--- src/rtl/vga_timing_gen.sv ---
// VGA raster timing generator (640x480 at 60 Hz with the default parameters).
//
// Divides the system clock down to the pixel rate and drives the horizontal and
// vertical pixel counters. It produces active-low sync pulses, the active-video
// flag and a once-per-frame strobe. Every registered output is loaded on the
// same edge as the counters, so all outputs are cycle-aligned with DrawX and DrawY.
//
// Ports:
//   Clk         in   system clock
//   Reset_n     in   asynchronous active-low reset
//   VGA_Clk     out  pixel clock for the DAC (Clk / CLK_DIV, 50% duty)
//   pix_en      out  one-Clk strobe, high in the cycle whose closing edge advances the counters
//   hs, vs      out  horizontal / vertical sync, active low
//   blank       out  1 = visible region, 0 = blanking
//   DrawX       out  horizontal pixel count
//   DrawY       out  line count
//   frame_tick  out  one-Clk pulse when the counters enter (0, V_VISIBLE)
module vga_timing_gen #(
  parameter int unsigned H_VISIBLE = 640,
  parameter int unsigned H_FRONT   = 16,
  parameter int unsigned H_SYNC    = 96,
  parameter int unsigned H_BACK    = 48,
  parameter int unsigned V_VISIBLE = 480,
  parameter int unsigned V_FRONT   = 10,
  parameter int unsigned V_SYNC    = 2,
  parameter int unsigned V_BACK    = 33,
  // Must be an even integer >= 2.
  parameter int unsigned CLK_DIV   = 2
) (
  input  logic       Clk,
  input  logic       Reset_n,
  output logic       VGA_Clk,
  output logic       pix_en,
  output logic       hs,
  output logic       vs,
  output logic       blank,
  output logic [9:0] DrawX,
  output logic [9:0] DrawY,
  output logic       frame_tick
);

  localparam int unsigned HTotal = H_VISIBLE + H_FRONT + H_SYNC + H_BACK;
  localparam int unsigned VTotal = V_VISIBLE + V_FRONT + V_SYNC + V_BACK;

  localparam int unsigned DivW = (CLK_DIV > 2) ? $clog2(CLK_DIV) : 1;
  localparam logic [DivW-1:0] DivLast = DivW'(CLK_DIV - 1);
  localparam logic [DivW-1:0] DivHalf = DivW'(CLK_DIV / 2);

  localparam logic [9:0] HLast      = 10'(HTotal - 1);
  localparam logic [9:0] VLast      = 10'(VTotal - 1);
  localparam logic [9:0] HVis       = 10'(H_VISIBLE);
  localparam logic [9:0] VVis       = 10'(V_VISIBLE);
  localparam logic [9:0] HSyncFirst = 10'(H_VISIBLE + H_FRONT);
  localparam logic [9:0] HSyncLast  = 10'(H_VISIBLE + H_FRONT + H_SYNC - 1);
  localparam logic [9:0] VSyncFirst = 10'(V_VISIBLE + V_FRONT);
  localparam logic [9:0] VSyncLast  = 10'(V_VISIBLE + V_FRONT + V_SYNC - 1);

  logic [DivW-1:0] div_cnt_d, div_cnt_q;
  logic [9:0]      hc_d, hc_q;
  logic [9:0]      vc_d, vc_q;
  logic            vga_clk_d, vga_clk_q;
  logic            pix_en_d, pix_en_q;
  logic            hs_d, hs_q;
  logic            vs_d, vs_q;
  logic            blank_d, blank_q;
  logic            frame_tick_d, frame_tick_q;
  logic            advance;

  always_comb begin
    div_cnt_d    = div_cnt_q;
    hc_d         = hc_q;
    vc_d         = vc_q;
    hs_d         = hs_q;
    vs_d         = vs_q;
    blank_d      = blank_q;
    frame_tick_d = 1'b0;

    advance = (div_cnt_q == DivLast);

    if (advance) begin
      div_cnt_d = '0;
    end else begin
      div_cnt_d = div_cnt_q + 1'b1;
    end

    if (advance) begin
      if (hc_q == HLast) begin
        hc_d = '0;
        if (vc_q == VLast) begin
          vc_d = '0;
        end else begin
          vc_d = vc_q + 1'b1;
        end
      end else begin
        hc_d = hc_q + 1'b1;
      end

      // Decode from the next-state counters so the registered flags line up
      // with DrawX/DrawY rather than trailing them by a pixel.
      hs_d         = ~((hc_d >= HSyncFirst) && (hc_d <= HSyncLast));
      vs_d         = ~((vc_d >= VSyncFirst) && (vc_d <= VSyncLast));
      blank_d      = (hc_d < HVis) && (vc_d < VVis);
      frame_tick_d = (hc_d == '0) && (vc_d == VVis);
    end

    // Registered copies of the divider decodes keep VGA_Clk glitch-free.
    pix_en_d  = (div_cnt_d == DivLast);
    vga_clk_d = (div_cnt_d >= DivHalf);
  end

  always_ff @(posedge Clk or negedge Reset_n) begin
    if (!Reset_n) begin
      div_cnt_q    <= '0;
      hc_q         <= '0;
      vc_q         <= '0;
      vga_clk_q    <= 1'b0;
      pix_en_q     <= 1'b0;
      hs_q         <= 1'b1;
      vs_q         <= 1'b1;
      // Held low in reset even though (0,0) is visible; set on the first advance.
      blank_q      <= 1'b0;
      frame_tick_q <= 1'b0;
    end else begin
      div_cnt_q    <= div_cnt_d;
      hc_q         <= hc_d;
      vc_q         <= vc_d;
      vga_clk_q    <= vga_clk_d;
      pix_en_q     <= pix_en_d;
      hs_q         <= hs_d;
      vs_q         <= vs_d;
      blank_q      <= blank_d;
      frame_tick_q <= frame_tick_d;
    end
  end

  assign VGA_Clk    = vga_clk_q;
  assign pix_en     = pix_en_q;
  assign hs         = hs_q;
  assign vs         = vs_q;
  assign blank      = blank_q;
  assign DrawX      = hc_q;
  assign DrawY      = vc_q;
  assign frame_tick = frame_tick_q;

endmodule

--- config.mk ---
export PLATFORM = sky130hd
export DESIGN_NAME = vga_timing_gen
export DESIGN_NICKNAME = d
export VERILOG_FILES = /design/src/rtl/vga_timing_gen.sv
export SDC_FILE = /design/constraint.sdc
export NUM_CORES = 1
export LEC_CHECK = 0
export CAP_MARGIN = 40
export CELL_PAD_IN_SITES_DETAIL_PLACEMENT = 1
export CELL_PAD_IN_SITES_GLOBAL_PLACEMENT = 1
export CORE_UTILIZATION = 43
export CTS_CLUSTER_DIAMETER = 80
export DETAILED_ROUTE_END_ITERATION = 10
export PLACE_DENSITY = 0.83
export SYNTH_ARGS = -nofsm -noshare
export SYNTH_HDL_FRONTEND = slang
export SYNTH_SLANG_ARGS = --single-unit
--- constraint.sdc ---
create_clock -name Clk -period 3.8 [get_ports Clk]
set_input_delay 0.95 -clock Clk [delete_from_list [all_inputs] [get_ports Clk]]
set_output_delay 0.95 -clock Clk [all_outputs]
set_load 0.03 [all_outputs]
# Yosys cells after proc, flatten, opt, wreduce, memory -nomap -nowiden
# Index checks and enable logic that the tools add are counted.
# totals
ff_bits	26
output_inout_bits	26
wordCells	35
# op_classes
n_addsub	3
n_lt_le_gt_ge	7
n_eq_ne	3
muxes	7
bitwise_logic	2
n_reduce_logical	5
# ops
op	n
10-bit two-way mux	5
10-bit by 1-bit adder with 10-bit output, second input constant	2
10-bit == test, second input constant	2
10-bit by 9-bit == test with 1-bit output, second input constant	1
10-bit >= comparator, second input constant	1
10-bit by 9-bit >= comparator with 1-bit output, second input constant	1
10-bit less-or-equal comparator, second input constant	1
10-bit by 9-bit less-or-equal comparator with 1-bit output, second input constant	1
10-bit zero test	1
10-bit less-than comparator, second input constant	1
10-bit by 9-bit less-than comparator with 1-bit output, second input constant	1
1-bit logical AND	4
1-bit two-way mux	2
1-bit inverter	2
1-bit adder, second input constant	1
1-bit >= comparator, second input constant	1

# Longest topological paths before layout
# Gate-level depths: netlist (run 1).
# depth
word_depth	7
ltp_mapped	9

# Least setup slack after synthesis (run 1)
# Ideal clock, no wire load.
# synth_path
kind	flip-flop to flip-flop
startpoint	reg hc_q[1], in the netlist DrawX[1]
endpoint	reg frame_tick_q, in the netlist frame_tick
arrival_time_ps	2055
required_ps	3734
setup_slack_ps	1678
path_stages_with_launch	9
path_cell_list	dfrtp_1 > ha_1 > and4_1 > buf_6 > nand3_4 > nor4b_1 > o32ai_2 > nor2_1 > and3_1
# synth_between
elab_chain_cells	6
word_cells_on_any_way	10
cone_classes	add/sub: 1; eq/ne: 2; mux: 5; reduce/logical: 2
# synth_rtl
item	line_no	text
start, declared	59	logic [9:0] hc_d, hc_q;
start signal, assigned	114	hc_q <= '0;
start signal, assigned	125	hc_q <= hc_d;
10-bit by 1-bit adder with 10-bit output / 10-bit == test (equally long branches)	95, 87	
10-bit two-way mux	87	if (hc_q == HLast) begin
10-bit two-way mux	86	if (advance) begin
10-bit zero test / 10-bit by 9-bit == test with 1-bit output (equally long branches)	103	frame_tick_d = (hc_d == '0) && (vc_d == VVis);
1-bit logical AND (*)	103	
1-bit two-way mux (*)	86	
via frame_tick_d	66	logic frame_tick_d, frame_tick_q;
end signal, assigned	132	frame_tick_q <= frame_tick_d;
end, declared	66	
# The timed path passes the listed nets; every way through them passes the cells marked *. The select of a mux whose other input is x is not followed.
# A chain may end at the register's enable or synchronous reset.

# Worst setup path in the final report (run 1)
# Ends and elaborated chain as after synthesis.

==> results.cfg, run 1 <==
[final_layout]
fin_cells = 273
drive_gt1_frac = 0.0667
diodes = 0
area_delta_synth_final_pct = 15.6
nNetsFinal = 233

[timing]
max_freq_mhz = 384
finClkSkew_ns = 0.00172
tns_ns = 0
setup_viol = 0
post-route-min-period_ns = 2.61
min_period_over_period = 0.686
drv_slew = 0
hold_slack_ns = 0.495
hold_viol = 0
relSlewSlack = 0.630
rsz0062_at_grt = no
worst_slew_pin_slew_ns = 0.541

[global_route]
grt_max_degree = 26
track_usage = 0.238
grt_pass1_wl_mm = 7.78
grt_pass1_vias = 1580
use_met3 = 0.0241
antenna_found_initial = 0
grt_use_met1 = 0.320
gr-total-overflow = 0
gr-usage-met2 = 0.397
busiest_layer = met2

[power_and_ir_drop]
powerDensity_nw_per_um2 = 216
vdd_ir_drop_max_mv = 0.103
p_leak_nw = 0.849

[critical_path]
endpoint_kind = flip-flop
r2r-start = DrawX[1]
r2r_end = frame_tick
start_kind = flip-flop
crit_arrival_ns = 2.78
r2r_setup_slack_ns = 1.19
reg2reg_depth = 7
path_class = reg2reg
worstPathMaxFanout = 14
crit_required_ns = 3.97

[floorplan]
dieArea_um2 = 4340
fp.dieW_um = 65.9
initial_core_util = 0.465
core_um2 = 3770
num_rows = 22
die_h_um = 65.9
top_level_ports = 28

[synth]
synth_area_um2 = 1750
postSynth.asyncResetShare = 1.00
synth_warnings = 0
synthFlopType = dfrtp_1
postSynthAreaPerCell_um2 = 8.39
synth_edf_count = 0
synth_top_area_frac = 0.328
netlist-cell-type-count = 45
synth_area_leaders = dfrtp_1, nor2_1, nand2_1
synth.most_common_cell = nor2_1
synth_commonest_cells = nor2_1, dfrtp_1, nand2_1, a21oi_1, o21ai_0
syn-num-nets = 216
ys_seq_elements = 25
syn_inst = 209
ys_seq_area_frac = 0.358
yosys.area.top_type = dfrtp_1

[placed_design]
port_buffers = 27
gp_congestion = 0.878
dp_cells = 269
dp_hpwl_mm = 3.36

[clock_network]
root_buffer = clkbuf_8
cts_setup_buffers = 0
cts_made_buffers = 3
path_clk_slew_ns = 0.09
clockBufferDepth = 2
h-tree-depth = 1
clock-sinks = 25
cts_resized = 0
postCtsHoldBufs = 0
tritoncts = done
clock_latency_ns = 0.27

[worst_hold_path]
hold_class = reg2reg
worstHoldStart = hs
hold_depth = 2
hold_end = hs

[status]
outcome = complete, no violations

[job]
maxCapViolCount = 0

[drt]
route.detailed.vias_per_inst = 5.96
drt_iter0_drc = 91
vias = 1627
post_drt_wl_per_cell_um = 16.9
dr.pass1.iters = 4
drc = 0
antenna_left = 0
wl_mm = 4.62
## routing by layer
layer / wire, um / vias to the layer above
li1: - / 777
met1: 2200 / 807
met2: 2230 / 38
met3: 140 / 5
met4: 56 / 0
met5: 0 / -
## cell families (layout without fill, tap and decap cells)
logic type | after synthesis | in the layout | synth area share
adder cells (fa/ha/maj) | 5 | 5 | 0.0357
multiplexers | 2 | 2 | 0.0114
AND/OR/NAND/NOR | 87 | 87 | 0.264
AO/OA/AOI/OAI | 54 | 54 | 0.194
XOR/XNOR | 10 | 10 | 0.0500
buffers and inverters | 26 | 42 | 0.0864
flip-flops | 25 | 25 | 0.358
## metrics by stage
stage	setup WS, ns	cell area [um^2]	total power, mW	util
floorplan	1.68	1750	0.271	-
global placement	1.35	1980	0.278	0.525
detailed placement	1.22	1980	0.278	0.525
CTS	1.20	2030	0.442	0.537
global route	0.960	2030	0.453	0.537
finish	1.19	2030	0.437	0.537
## power breakdown
group / total (mW) / switching, mW / leakage [nW] / internal (mW)
logic: 0.00699 / 0.00541 / 0.503 / 0.00157
registers: 0.266 / 0 / 0.323 / 0.266
clock network: 0.164 / 0.0892 / 0.0228 / 0.0752
## worst max-delay path, cell delays in order, from the launching register on
cell     delay (ns)
dfrtp_1        0.46
ha_1           0.27
and4_1         0.48
and3_1         0.56
a21oi_1        0.17
o32ai_2        0.32
nor2_1         0.09
and3_1         0.14
## flip-flops by register name, summed over array words and instances (netlist names)
name,flops
DrawX,10
DrawY,10
blank,1
frame_tick,1
hs,1
pix_en,1
vs,1
## layout by cell type (no fill, tap or decap), types with 5 or more instances in the layout
cell type and count:
nand3_1 13, xnor2_1 6, nand2_1 20, and3_1 8, ha_1 5, a21oi_1 14
clkdlybuf4s50_1 27, o21ai_0 14, inv_1 9, nor2_1 24, dfrtp_1 23
## how the worst max path moves through the flow
stage | start | endpoint | slack [ns] | cells after the start
floorplan | DrawX[1] | frame_tick | 1.68 | 8
global placement | DrawX[1] | frame_tick | 1.35 | 7
detailed placement | DrawX[1] | DrawY[4] | 1.22 | 6
CTS | DrawX[1] | vs | 1.20 | 7
global route | DrawX[1] | DrawY[4] | 0.96 | 6
finish | DrawX[1] | frame_tick | 1.19 | 7
## cell type report
class | instances | area, um^2
Clock buffer | 4 | 45.0
Sequential cell | 25 | 628
Inverter | 9 | 33.8
Multi-Input combinational cell | 158 | 973
Fill cell | 461 | 1750
Tap cell | 48 | 60.1
Timing Repair Buffer | 29 | 285
Power figures use the tool's default switching activity.
==> run 2, diff against run 1 <==
CORE_UTILIZATION = 36   (was 43)
PLACE_DENSITY = 0.74   (was 0.83)
clock period = 2.2 ns   (was 3.8 ns; I/O delays follow)
==> results.cfg, run 2 (synthesized netlist as in run 1, its figures left out) <==
[placed_design]
dp_cells = 289
pre_cts_slack_ns = 0.132
gp_congestion = 0.837
dp_hpwl_mm = 3.37
port_buffers = 27

[drt]
dr.pass1.iters = 4
drc = 0
vias = 1631
post_drt_wl_per_cell_um = 15.7
wl_mm = 4.60
route.detailed.vias_per_inst = 5.57
antenna_left = 0
drt_iter0_drc = 62

[clock_network]
h-tree-depth = 1
clock_latency_ns = 0.27
postCtsHoldBufs = 0
clockBufferDepth = 2
tritoncts = done
root_buffer = clkbuf_8
clock-sinks = 25
path_clk_slew_ns = 0.09
cts_made_buffers = 3

[power_and_ir_drop]
vdd_ir_drop_max_mv = 0.202
p_comb_frac = 0.016
p_int_mw = 0.592
clkPwrFrac = 0.377
powerDensity_nw_per_um2 = 353
total_power_mw = 0.756
p_leak_nw = 0.923
power.net_switching_mw = 0.165
power.share.switching = 0.218
p_seq_frac = 0.607

[final_layout]
area_delta_synth_final_pct = 22.3
drive_gt1_frac = 0.126
diodes = 0
fin_cells = 293
final_common_cell = clkdlybuf4s50_1
layout_common_cells = clkdlybuf4s50_1, nor2_1, dfrtp_1
nNetsFinal = 247

[floorplan]
die_h_um = 71.8
dieArea_um2 = 5150
initial_core_util = 0.374
num_rows = 25
core_um2 = 4690
top_level_ports = 28
fp.dieW_um = 71.8

[timing]
drv_slew = 0
setup_slack_ns = 0.0639
max_freq_mhz = 468
tns_ns = 0
min_period_over_period = 0.971
worst_slew_pin_slew_ns = 0.474
hold_viol = 0
finClkSkew_ns = 0.00238
rsz0062_at_grt = no
relSlewSlack = 0.679
post-route-min-period_ns = 2.14
setup_viol = 0

[global_route]
antenna_found_initial = 0
gr-total-overflow = 0
grt_max_degree = 26
track_usage = 0.187
grt_pass1_vias = 1611
grt_pass1_wl_mm = 7.68

[critical_path]
crit_path_top_delay_cell = clkdlybuf4s50_1
path_class = reg2out
crit_chain = clkdlybuf4s50_1
crit_required_ns = 1.65
path_delay_family = buffers and inverters
worstPathMaxFanout = 12
endpoint_kind = primary output
critPathBufInv = 1
start_kind = flip-flop
crit_arrival_ns = 1.59
max_stage_delay_ns = 0.74

[job]
maxCapViolCount = 0

[worst_hold_path]
hold_class = reg2reg

[status]
outcome = complete, no violations
-- run 2: cell count changes in the layout (fill, tap and decap cells not counted) --
cell,before,now
buf_4,2,16
nor4b_1,3,2
nor4b_2,0,1
-- run 2: through the flow --
stage | hold WS, ns | utilization | instance area [um^2]
floorplan | 0.254 | - | 1750
global placement | 0.482 | 0.446 | 2090
detailed placement | 0.492 | 0.446 | 2090
CTS | 0.506 | 0.456 | 2140
global route | 0.528 | 0.457 | 2140
finish | 0.500 | 0.457 | 2140
-- run 2: cell type report --
| cell class | count | area [um^2] |
|---|---|---|
| clock buffers | 4 | 45.0 |
| fillers | 584 | 2550 |
| inverters | 9 | 33.8 |
| multi-input cells | 158 | 980 |
| flip-flops and latches | 25 | 628 |
| well taps | 54 | 67.6 |
| repair buffers | 43 | 390 |
-- run 2: per-layer routing --
layer | global-route usage | routed length [um]
met2 | 0.301 | 2150
met5 | 0 | 0
met4 | 0.0501 | 27
met3 | 0.0183 | 75
met1 | 0.267 | 2350
-- run 2: path summary, 6_finish.rpt --
check	cells past startpoint	start	to	slack (ns)
max in group asynchronous	2	Reset_n	hs	1.25
setup reg to reg	6	DrawY[4]	frame_tick	0.08
hold reg to reg	2	hs	hs	0.50
min in group asynchronous	2	Reset_n	DrawY[7]	0.65
hold / removal	2	hs	hs	0.50
setup / recovery	1	DrawY[3]	DrawY[3]	0.06
-- run 2: what timing repair did --
item	CTS	global route
hold endpoints to repair	0	0
setup buffers	0	0
setup endpoints to repair	0	2
resized for setup	0	1
-- run 2: power by group through the flow --
stage,logic [mW],registers [mW],clock network [mW]
global route,0.0146,0.459,0.307
finish,0.0122,0.459,0.285
detailed placement,0.0132,0.468,0
global placement,0.0127,0.468,0
CTS,0.0132,0.459,0.293
floorplan,0.000000472,0.468,0
